--- config.mk ---
export PLATFORM = sky130hd
export DESIGN_NAME = imem_loader
export DESIGN_NICKNAME = d
export VERILOG_FILES = /design/src/rtl/imem_loader.sv
export SDC_FILE = /design/constraint.sdc
export NUM_CORES = 1
export LEC_CHECK = 0
export CAP_MARGIN = 20
export CORE_UTILIZATION = 48
export DETAILED_ROUTE_END_ITERATION = 8
export PLACE_DENSITY = 0.77
export SYNTH_ARGS = -nofsm -noshare
export SYNTH_HDL_FRONTEND = slang
export SYNTH_SLANG_ARGS = --single-unit
export TNS_END_PERCENT = 50
--- constraint.sdc ---
create_clock -name clk_int -period 1.69 [get_ports clk_int]
set_input_delay 0.338 -clock clk_int [delete_from_list [all_inputs] [get_ports clk_int]]
set_output_delay 0.338 -clock clk_int [all_outputs]
set_load 0.03 [all_outputs]
--- src/rtl/imem_loader.sv ---
`default_nettype none
//==============================================================================
// Module  : imem_loader
// Brief   : Assembles address+data frames from a slow asynchronous byte strobe
//           and issues one timed imem write per frame while in MEMLOAD mode.
// Revision: 1.0
//==============================================================================
module imem_loader #(
    parameter int ADDR_WIDTH     = 10,
    parameter int DATA_WIDTH     = 40,
    parameter int BYTES_PER_WORD = 7,
    parameter int WRITE_CYCLES   = 2
) (
    input  logic                  clk_int,
    input  logic                  reset,
    input  logic                  mode_memload,
    input  logic                  byte_strobe,
    input  logic [7:0]            byte_in,
    output logic [ADDR_WIDTH-1:0] imem_write_adr,
    output logic [DATA_WIDTH-1:0] imem_in,
    output logic                  imem_write_en,
    output logic                  busy,
    output logic                  overrun,
    output logic [ADDR_WIDTH:0]   word_count
);

    localparam int c_PAYLOAD_W = ADDR_WIDTH + DATA_WIDTH;
    localparam int c_IDX_W     = $clog2(BYTES_PER_WORD + 1);

    localparam logic [c_IDX_W-1:0] c_IDX_LAST   = c_IDX_W'(BYTES_PER_WORD);
    localparam logic [2:0]         c_TIMER_LOAD = 3'(WRITE_CYCLES);

    localparam logic [1:0] c_ST_IDLE    = 2'd0;
    localparam logic [1:0] c_ST_COLLECT = 2'd1;
    localparam logic [1:0] c_ST_WRITE   = 2'd2;

    logic                   r_strobe_s1, r_strobe_s2, r_strobe_prev;
    logic [7:0]             r_byte_s1, r_byte_s2;
    logic [1:0]             r_state, w_state_next;
    logic [c_IDX_W-1:0]     r_index, w_index_next, w_index_inc;
    logic [c_PAYLOAD_W-1:0] r_shift, w_shift_next, w_shift_in;
    logic [2:0]             r_timer, w_timer_next;
    logic [ADDR_WIDTH-1:0]  r_adr, w_adr_next;
    logic [DATA_WIDTH-1:0]  r_data, w_data_next;
    logic [ADDR_WIDTH:0]    r_count, w_count_next;
    logic                   r_overrun, w_overrun_next;
    logic                   w_edge;

    always_ff @(posedge clk_int) begin
        if (reset) begin
            r_strobe_s1   <= 1'b0;
            r_strobe_s2   <= 1'b0;
            r_strobe_prev <= 1'b0;
            r_byte_s1     <= 8'h00;
            r_byte_s2     <= 8'h00;
        end else begin
            r_strobe_s1   <= byte_strobe;
            r_strobe_s2   <= r_strobe_s1;
            r_strobe_prev <= r_strobe_s2;
            r_byte_s1     <= byte_in;
            r_byte_s2     <= r_byte_s1;
        end
    end

    assign w_edge      = r_strobe_s2 & ~r_strobe_prev;
    assign w_index_inc = r_index + 1'b1;
    // Only the low ADDR+DATA bits are kept; unused top bits of byte 0 fall off.
    assign w_shift_in  = (r_shift << 8) | {{(c_PAYLOAD_W-8){1'b0}}, r_byte_s2};

    always_ff @(posedge clk_int) begin
        if (reset) begin
            r_state   <= c_ST_IDLE;
            r_index   <= '0;
            r_shift   <= '0;
            r_timer   <= 3'd0;
            r_adr     <= '0;
            r_data    <= '0;
            r_count   <= '0;
            r_overrun <= 1'b0;
        end else begin
            r_state   <= w_state_next;
            r_index   <= w_index_next;
            r_shift   <= w_shift_next;
            r_timer   <= w_timer_next;
            r_adr     <= w_adr_next;
            r_data    <= w_data_next;
            r_count   <= w_count_next;
            r_overrun <= w_overrun_next;
        end
    end

    always_comb begin
        w_state_next   = r_state;
        w_index_next   = r_index;
        w_shift_next   = r_shift;
        w_timer_next   = r_timer;
        w_adr_next     = r_adr;
        w_data_next    = r_data;
        w_count_next   = r_count;
        w_overrun_next = r_overrun;
        imem_write_en  = 1'b0;
        busy           = 1'b0;

        case (r_state)
            c_ST_COLLECT: busy = 1'b1;
            c_ST_WRITE: begin
                busy          = 1'b1;
                imem_write_en = 1'b1;
            end
            default: ;
        endcase

        // Mode exit wins over any strobe edge and truncates a running write.
        if (!mode_memload) begin
            w_state_next = c_ST_IDLE;
            w_index_next = '0;
        end else begin
            case (r_state)
                c_ST_IDLE: begin
                    if (w_edge) begin
                        w_shift_next = {{(c_PAYLOAD_W-8){1'b0}}, r_byte_s2};
                        w_index_next = c_IDX_W'(1);
                        w_state_next = c_ST_COLLECT;
                    end
                end
                c_ST_COLLECT: begin
                    if (w_edge) begin
                        w_shift_next = w_shift_in;
                        w_index_next = w_index_inc;
                        if (w_index_inc == c_IDX_LAST) begin
                            w_adr_next   = w_shift_in[c_PAYLOAD_W-1:DATA_WIDTH];
                            w_data_next  = w_shift_in[DATA_WIDTH-1:0];
                            w_timer_next = c_TIMER_LOAD;
                            w_state_next = c_ST_WRITE;
                        end
                    end
                end
                c_ST_WRITE: begin
                    if (w_edge) begin
                        w_overrun_next = 1'b1;
                    end
                    if (r_timer == 3'd1) begin
                        if (r_count != '1) begin
                            w_count_next = r_count + 1'b1;
                        end
                        w_index_next = '0;
                        w_state_next = c_ST_IDLE;
                    end else begin
                        w_timer_next = r_timer - 3'd1;
                    end
                end
                default: w_state_next = c_ST_IDLE;
            endcase
        end
    end

    assign imem_write_adr = r_adr;
    assign imem_in        = r_data;
    assign overrun        = r_overrun;
    assign word_count     = r_count;

endmodule
`default_nettype wire

# After elaboration in Yosys (flattened, before gate mapping)
# Index checks and enable logic that the tools add are counted.
# Widths: inputs -> output; s select.
[word_totals] reg_bits=131 word_cells=61 out_inout_bits=64 inputBits=12
[op_classes] bitwise_logic=4 muxes=18 reduce_logical=13 addsub=3 n_eq_ne=10
[op_table] operator="$mux 42" n=2
[op_table] operator="$pmux 42 s2" n=1
[op_table] operator="$or 50x8->50" n=1
[op_table] operator="$reduce_and 4->1" n=5
[op_table] operator="$mux 3" n=6
[op_table] operator="$add 11x1->11 const B" n=1
[op_table] operator="$ne 11x11->1 const B" n=1
[op_table] operator="$ne 2x2->1 const B" n=5
[op_table] operator="$pmux 3 s3" n=1
[op_table] operator="$mux 2" n=4
[op_table] operator="$pmux 2 s3" n=1
[op_table] operator="$pmux 3 s2" n=1
[op_table] operator="$reduce_and 5->1" n=1
[op_table] operator="$reduce_bool 2->1" n=2
[op_table] operator="$reduce_or 2->1" n=2
[op_table] operator="$add 3x1->3 const B" n=1
[op_table] operator="$eq 3x1->1 const B" n=1
[op_table] operator="$eq 3x3->1 const B" n=1
[op_table] operator="$reduce_and 3->1" n=1
[op_table] operator="$reduce_bool 3->1" n=1
[op_table] operator="$sub 3x1->3 const B" n=1
[op_table] operator="$eq 2x1->1 const B" n=1
[op_table] operator="$eq 2x2->1 const B" n=1
[op_table] operator="$logic_not 2->1" n=1
[op_table] operator="other kinds (3)" n=5

# Longest topological paths before layout
# Gate-level depths: netlist (run 1).
[logic_depth] ltp_word=5 depth_mapped=10 ltp_nobuf=6

# Least setup slack after synthesis (run 1)
# OpenSTA, ideal clock, no wires.
[synth_path] kind="reg-to-reg" start="register r_state[0]" end="register r_count[9], in the netlist word_count[9]" path_slack_ns=-0.353 required_ns=1.620 synth_period_minus_slack_ns=2.043 path_buffers=2 stages_incl_launch_ff=9 t_arrival_ns=1.972 cell_sequence="dfxtp_1 > inv_1 > ha_1 > buf_6 > and4b_1 > buf_4 > nand4_4 > or4b_1 > a21oi_1"
[synth_via] elab_chain_len=2
[synth_rtl] element="start, declared" line="39" source="logic [1:0] r_state, w_state_next;"
[synth_rtl] element="start signal, assigned" line="72" source="r_state <= c_ST_IDLE;"
[synth_rtl] element="start signal, assigned" line="81" source="r_state <= w_state_next;"
[synth_rtl] element="$eq 2x2->1" line="118" source="case (r_state)"
[synth_rtl] element="$reduce_and 4->1 (no source line)"
[synth_rtl] element="end signal, assigned" line="87" source="r_count <= w_count_next;"
[synth_rtl] element="end, declared" line="45" source="logic [ADDR_WIDTH:0] r_count, w_count_next;"
# No other way between the ends.
# A chain may end at the register's enable or synchronous reset.

# Worst setup path after layout (run 1)
[layout_path] start="register r_state[1]" end="register r_index[1]"
[layout_via] elab_chain_len=3 word_cells_on_any_way=9 classes_between="5 x eq/ne; 1 x mux; 3 x reduce/logical"
[layout_rtl] element="$eq 2x2->1, or another cell as far along" line="118"
[layout_rtl] element="$ne 2x2->1 (no source line) / $reduce_bool 3->1 (equally long branches)"
[layout_rtl] element="$reduce_and 4->1 (no source line)"
[layout_rtl] element="end signal, assigned" line="82" source="r_index <= w_index_next;"
[layout_rtl] element="end, declared" line="40" source="logic [c_IDX_W-1:0] r_index, w_index_next, w_index_inc;"
# Parallel ways exist; a longest one is shown, timed or not.

==> metrics, run 1 <==
Post-CTS Hold Buffers=0; Least-Margin Pin Slew=395 ps; vias in the first global route=3,744; Lkg Pwr=2.68 nW; total clock buffers created by CTS=17; die area=0.0103 mm²; Seq pwr share=43.9%; RSZ-0062 raised after global routing=true; DRC Markers=0; Multi-input gate area=0.00210 mm²; Synth Cell Area=0.00477 mm²; clock transition at the registers of the reported paths=60 ps; critical path's top delay family=flip-flops; cell count of the worst reg-to-reg path=7; Die Y=102 µm; Critical Path Stages=7; ANT nets after route=0; period utilisation layout=101%; fillers=778; Initial Util=49.3%; min-delay worst type=input pin to register; power density cells=1090 mW/mm²; initial antenna violation count=0; worst path arrival time=2120 ps; critical path startpoint category=register; count of final hold-check violations=0; mux contribution to synthesized area=2.31%; DRT Wirelength=11,100 µm; post-synthesis adder-cell area fraction=2.36%; gr usage total=22.0%; CTS tree=yes; largest net degree at the start of global routing=79; failing checks=negative setup slack; yosys synthesis warning count=0; buffer and inverter count on the worst path=2; Max VDD drop=0.667 mV; Async S/R FF share, synth=0%; Worst-Skew Late Latency=520 ps; DRT iter0 DRCs=188; Synth top area share=54.9%; Setup Skew=9.56 ps; post-synthesis xor/xnor area fraction=0.734%; Final Worst Setup Slack=-25.3 ps; clock tree buffer depth=2; outcome=finished with violations; CP max-delay cell=dfxtp_4; Nets=640; vias per inst=5.25; Post-Synth Simple-Gate Area=19.5%; post-synth cell types=41; syn nets=551; routed vias=4,008; clock power share=53.6%; # IOs=76; core area=0.00968 mm²; synthesized flop and latch total=131; Root Driver=clkbuf_8; top post-synthesis cells by area=dfxtp_1 (55%), nand2_1 (8.6%), a21oi_1 (6.4%), a22oi_1 (5.3%), nor2_1 (4.3%); slowest stage delay, CP=380 ps; maxcap violations=0; DP HPWL=6980 µm; Register Area=0.00263 mm²; number of synthesized flops with an enable pin=0; Area Overhead vs Synth=37.2%; Core Rows=36; Synth Instances=530; fin cells=764; Placed Cells incl. Taps=728; DR WL met2=5500 µm; Critical Path Fanout Max=5; first-pass GRT wire length=17,700 µm; hold path depth=2; Data required, critical path=2100 ps; Final min period=1720 ps; Slew headroom=73.8%; pins over their slew limit=0; Sw Share=20.3%; GR Overflow Total=0; area leader, netlist=dfxtp_1; synth cell count leaders=dfxtp_1 (131), nand2_1 (109), a21oi_1 (61); crit path kind=register to register; IO buf count=75; met3 WL post-DR=637 µm; Worst setup EP type=register; DR pass1 iterations=4; Die W=102 µm; logic gate share of total power=2.5%; crit path cell chain=inv_4, ha_4, or2_4, a221oi_4, buf_6, mux2i_1, nor2_1; share of cells above drive strength 1=16.0%; ANT cells=0; Switch Pwr=1.44 mW; most numerous cell in the Yosys netlist=dfxtp_1; utilization after layout=67.6%; # H-tree levels=4; met1 wire length=4820 µm; Top FF cell, synth=dfxtp_1; CTS Sinks=131; sequential element share of the synthesized area=54.9%; GP Congestion=0.861; top layer in use=met4; # setup viols final=1; WHS=104 ps; largest family of logic cells by synthesized area=simple AND/OR/NAND/NOR gates; mean post-synth cell area=9.01 µm²; Cell Int Power=5.67 mW; fmax=583 MHz; DR WL/cell=14.6 µm; Compound-Gate Fraction of Synth Area=16.1%
[metrics by stage]
step | power (mW) | area, µm² | TNS (ps) | setup slack, ps
finish | 7.12 | 6550 | -25.3 | -25.3
global route | 7.33 | 6550 | -221 | -89.1
CTS | 7.15 | 6360 | -723 | -124
detailed placement | 3.35 | 5810 | -12810 | -232
global placement | 3.34 | 5810 | -9840 | -221
floorplan | 3.29 | 4810 | -2190 | -147
[sequential cells by signal, summed over array words and instances, names as in the netlist, 2 cells and up]
| name | cells |
|---|---|
| r_state | 2 |
| r_shift | 42 |
| r_byte_s1 | 8 |
| r_index | 3 |
| r_timer | 3 |
| imem_write_adr | 10 |
| imem_in | 40 |
| word_count | 11 |
| r_byte_s2 | 8 |
[cells by family (layout without fill, tap and decap cells)]
logic type | Yosys count | after routing
xor gates and xnor gates | 4 | 4
adders and majority gates | 9 | 9
DFF | 131 | 131
buffers and inverters | 43 | 144
AOI/OAI and AO/OA | 121 | 121
and+or+nand+nor | 211 | 211
muxes | 11 | 11
[layout make-up]
class / instances / area share (%)
clock buffer: 20 / 6.80
clock inverter: 11 / 2.66
inverter: 7 / 0.478
multi-input combinational: 356 / 32.0
sequential: 131 / 40.2
tap: 133 / 2.54
timing repair buffer: 106 / 15.3
[what timing repair did]
item | in CTS | in global routing
setup endpoints to repair | 110 | 114
resized for setup | 76 | 37
buffers inserted | 0 | 3
gates cloned | 0 | 2
pin swaps | 0 | 9
[power groups by stage]
stage	registers (mW)	logic, mW	clock network [mW]
after detailed placement	3.19	0.157	0
final	3.12	0.179	3.82
after CTS	3.12	0.158	3.87
after global routing	3.12	0.194	4.01
after floorplan	3.19	0.102	0
after global placement	3.19	0.154	0
[worst register-to-register path: stages, from the launching register on]
cell	delay (ps)
dfxtp_4	380
inv_4	60
ha_4	170
or2_4	270
a221oi_4	350
buf_6	160
mux2i_1	170
nor2_1	50
[per-layer routing]
metal	track usage, %	up-vias
met3	6.00	19
met2	36.1	120
li1	-	1979
met1	27.3	1890
met4	9.14	0
met5	0	-
[worst paths after layout]
check | start | endpoint | slack [ps]
hold reg to reg | r_byte_s1[4] | r_byte_s2[4] | 430
setup reg to reg | r_state[1] | r_index[1] | -30
hold / removal | reset | word_count[9] | 100
setup / recovery | r_state[1] | r_index[1] | -30
[layout by cell type, fill, tap and decap left out, drive strengths merged, types with 2 or more instances in the layout]
master,instances
buf,32
a311oi,2
and3,2
clkinv,3
nand2,109
clkdlybuf4s50,10
nand3,2
and2,2
nand2b,3
xor2,4
bufinv,4
inv,11
a31oi,3
a21oi,61
a22oi,34
dfxtp,131
clkdlybuf4s15,4
dlygate4sd2,55
nor2b,23
o31ai,4
mux2i,11
nand4,5
or3,4
and4b,2
clkbuf,25
ha,9
o2111ai,2
nor2,55
o21ai,6
(Power assumes the default switching activity.)
==> inputs of run 2 (changes only) <==
--- a/config.mk
+++ b/config.mk
@@ -8,7 +8,8 @@
 export CAP_MARGIN = 20
 export CORE_UTILIZATION = 48
 export DETAILED_ROUTE_END_ITERATION = 8
-export PLACE_DENSITY = 0.77
+export PLACE_DENSITY = 0.76
+export SKIP_LAST_GASP = 1
 export SYNTH_ARGS = -nofsm -noshare
 export SYNTH_HDL_FRONTEND = slang
 export SYNTH_SLANG_ARGS = --single-unit
==> run 2 against run 1 <==
The run still ends with negative setup slack left. Count of clock-buffer cells in the layout shrank 1. First-iteration DRC count increased by 0.53%. Global-route usage shrank 0.97 points. Sequential power about the same. Sequential cell count unchanged. Largest cell class unchanged. Fmax fell by 0.90%. Power is 3.6% lower. Non-clock buffer count fell by 4. Highest routed layer unchanged.
==> metrics, run 2 (same netlist as run 1, synthesis figures left out) <==
DR pass1 iterations=5; fin cells=761; Worst-Skew Late Latency=510 ps; slowest stage delay, CP=380 ps; fmax=578 MHz; Largest Register=r_shift; outcome=finished with violations; Max VDD drop=0.642 mV; count of final hold-check violations=0; routed vias=3,921; Initial Util=49.3%; gr usage total=21.0%; DR WL/cell=13.9 µm; IO buf count=75; pins over their slew limit=0; busiest grt layer=met2; clock tree buffer depth=2; Lkg Pwr=2.75 nW; power density cells=1060 mW/mm²; critical path startpoint category=register; first-pass GRT wire length=17,000 µm; # H-tree levels=4; Die W=102 µm; Placed Cells incl. Taps=724; maxcap violations=0; DRT iter0 DRCs=189; Slew headroom=67.2%; DRT Wirelength=10,600 µm; GP Congestion=0.931; crit path cell chain=inv_4, ha_4, or2_4, a221oi_4, buf_6, mux2i_1, nor2_1; fillers=790; # setup viols final=2; CTS tree=yes; failing checks=negative setup slack; DRC Markers=0; Nets=636; Die Y=102 µm; Area Overhead vs Synth=35.1%; Least-Margin Pin Slew=488 ps; Worst setup EP type=register; Critical Path Fanout Max=5; GR Overflow Total=0; DP HPWL=6660 µm; Data required, critical path=2100 ps; Core Rows=36; ANT cells=0; met1 Resource Use GR=26.2%; met2 Usage GRT=34.6%; vias in the first global route=3,636; WHS=88.0 ps; # IOs=76; vias per inst=5.15; total clock buffers created by CTS=17; most frequent cells in the layout=dfxtp_1 (129), nand2_1 (109), a21oi_1 (61); CP max-delay cell=dfxtp_4; min-delay worst type=input pin to register; met3 Track Usage GR=6.56%; period utilisation layout=102%; max reg flops=42; CTS Sinks=131; Pwr Total=6.86 mW; worst path arrival time=2140 ps; RSZ-0062 raised after global routing=true; Final min period=1730 ps; Setup Skew=15.0 ps; commonest non-fill, non-tap cell in the layout=dfxtp_1; initial antenna violation count=0; Final Worst Setup Slack=-40.8 ps; Root Driver=clkbuf_8; clock transition at the registers of the reported paths=60 ps; crit path kind=register to register; largest net degree at the start of global routing=87; share of cells above drive strength 1=12.9%; ANT nets after route=0; Post-CTS Hold Buffers=0; core area=0.00968 mm²; die area=0.0103 mm²
-- run 2: changes by cell type in the layout (fill, tap and decap cells not counted), moves of 3 or more --
cell	previous run	this run
dlygate4sd2_1	55	48
clkinvlp_4	0	4
dlymetal6s2s_1	0	9
buf_4	23	20
-- run 2: final timing paths --
kind	start	cells after the start	end	slack, ps
hold reg to reg	r_byte_s1[4]	1	r_byte_s2[4]	440
hold / removal	reset	2	r_timer[2]	90
setup / recovery	r_state[1]	7	r_index[1]	-40
setup reg to reg	r_state[1]	7	r_index[1]	-40
-- run 2: per-stage QoR --
step                      TNS, ps  area (µm²)  setup WS (ps)  util [%]
final                       -46.6        6450          -40.8      66.6
after global routing         -981        6450           -122      66.6
after CTS                   -3110        6310           -162      65.2
after detailed placement   -13650        5780           -273      59.7
after global placement     -11140        5780           -238      59.7
after floorplan             -2190        4810           -147         -
-- run 2: worst max-delay path: cells and delay by family (launching register included) --
family          cells  cell delay (ps)
fa+ha+maj           1              170
compound gates      1              340
mux                 1              180
flops               1              380
simple gates        2              330
buf+inv             2              210
-- run 2: power breakdown --
group	switching (mW)	internal, mW	total, mW
Combinational	0.0919	0.0774	0.169
Clock	1.37	2.20	3.57
Sequential	0.0119	3.11	3.12
Total	1.47	5.39	6.86
-- run 2: area by class of cell --
| cell class | count | area, µm² | area share (%) |
|---|---|---|---|
| Clock inverter | 13 | 150 | 2.33 |
| Multi-Input combinational cell | 356 | 2030 | 31.4 |
| Clock buffer | 19 | 442 | 6.85 |
| Tap cell | 133 | 166 | 2.58 |
| Timing Repair Buffer | 102 | 1000 | 15.6 |
| Sequential cell | 131 | 2630 | 40.8 |
| Inverter | 7 | 31.3 | 0.485 |
-- run 2: routing by layer --
layer / vias up / wire [µm]
met5: - / 0
met4: 0 / 78
met3: 9 / 555
met2: 88 / 5300
met1: 1847 / 4630
li1: 1977 / -
-- run 2: timing repair --
item	CTS	global route
endpoints found under the setup margin	109	126
setup buffers	0	4
pin swaps	0	6
resized for setup	61	29
gates cloned	0	1
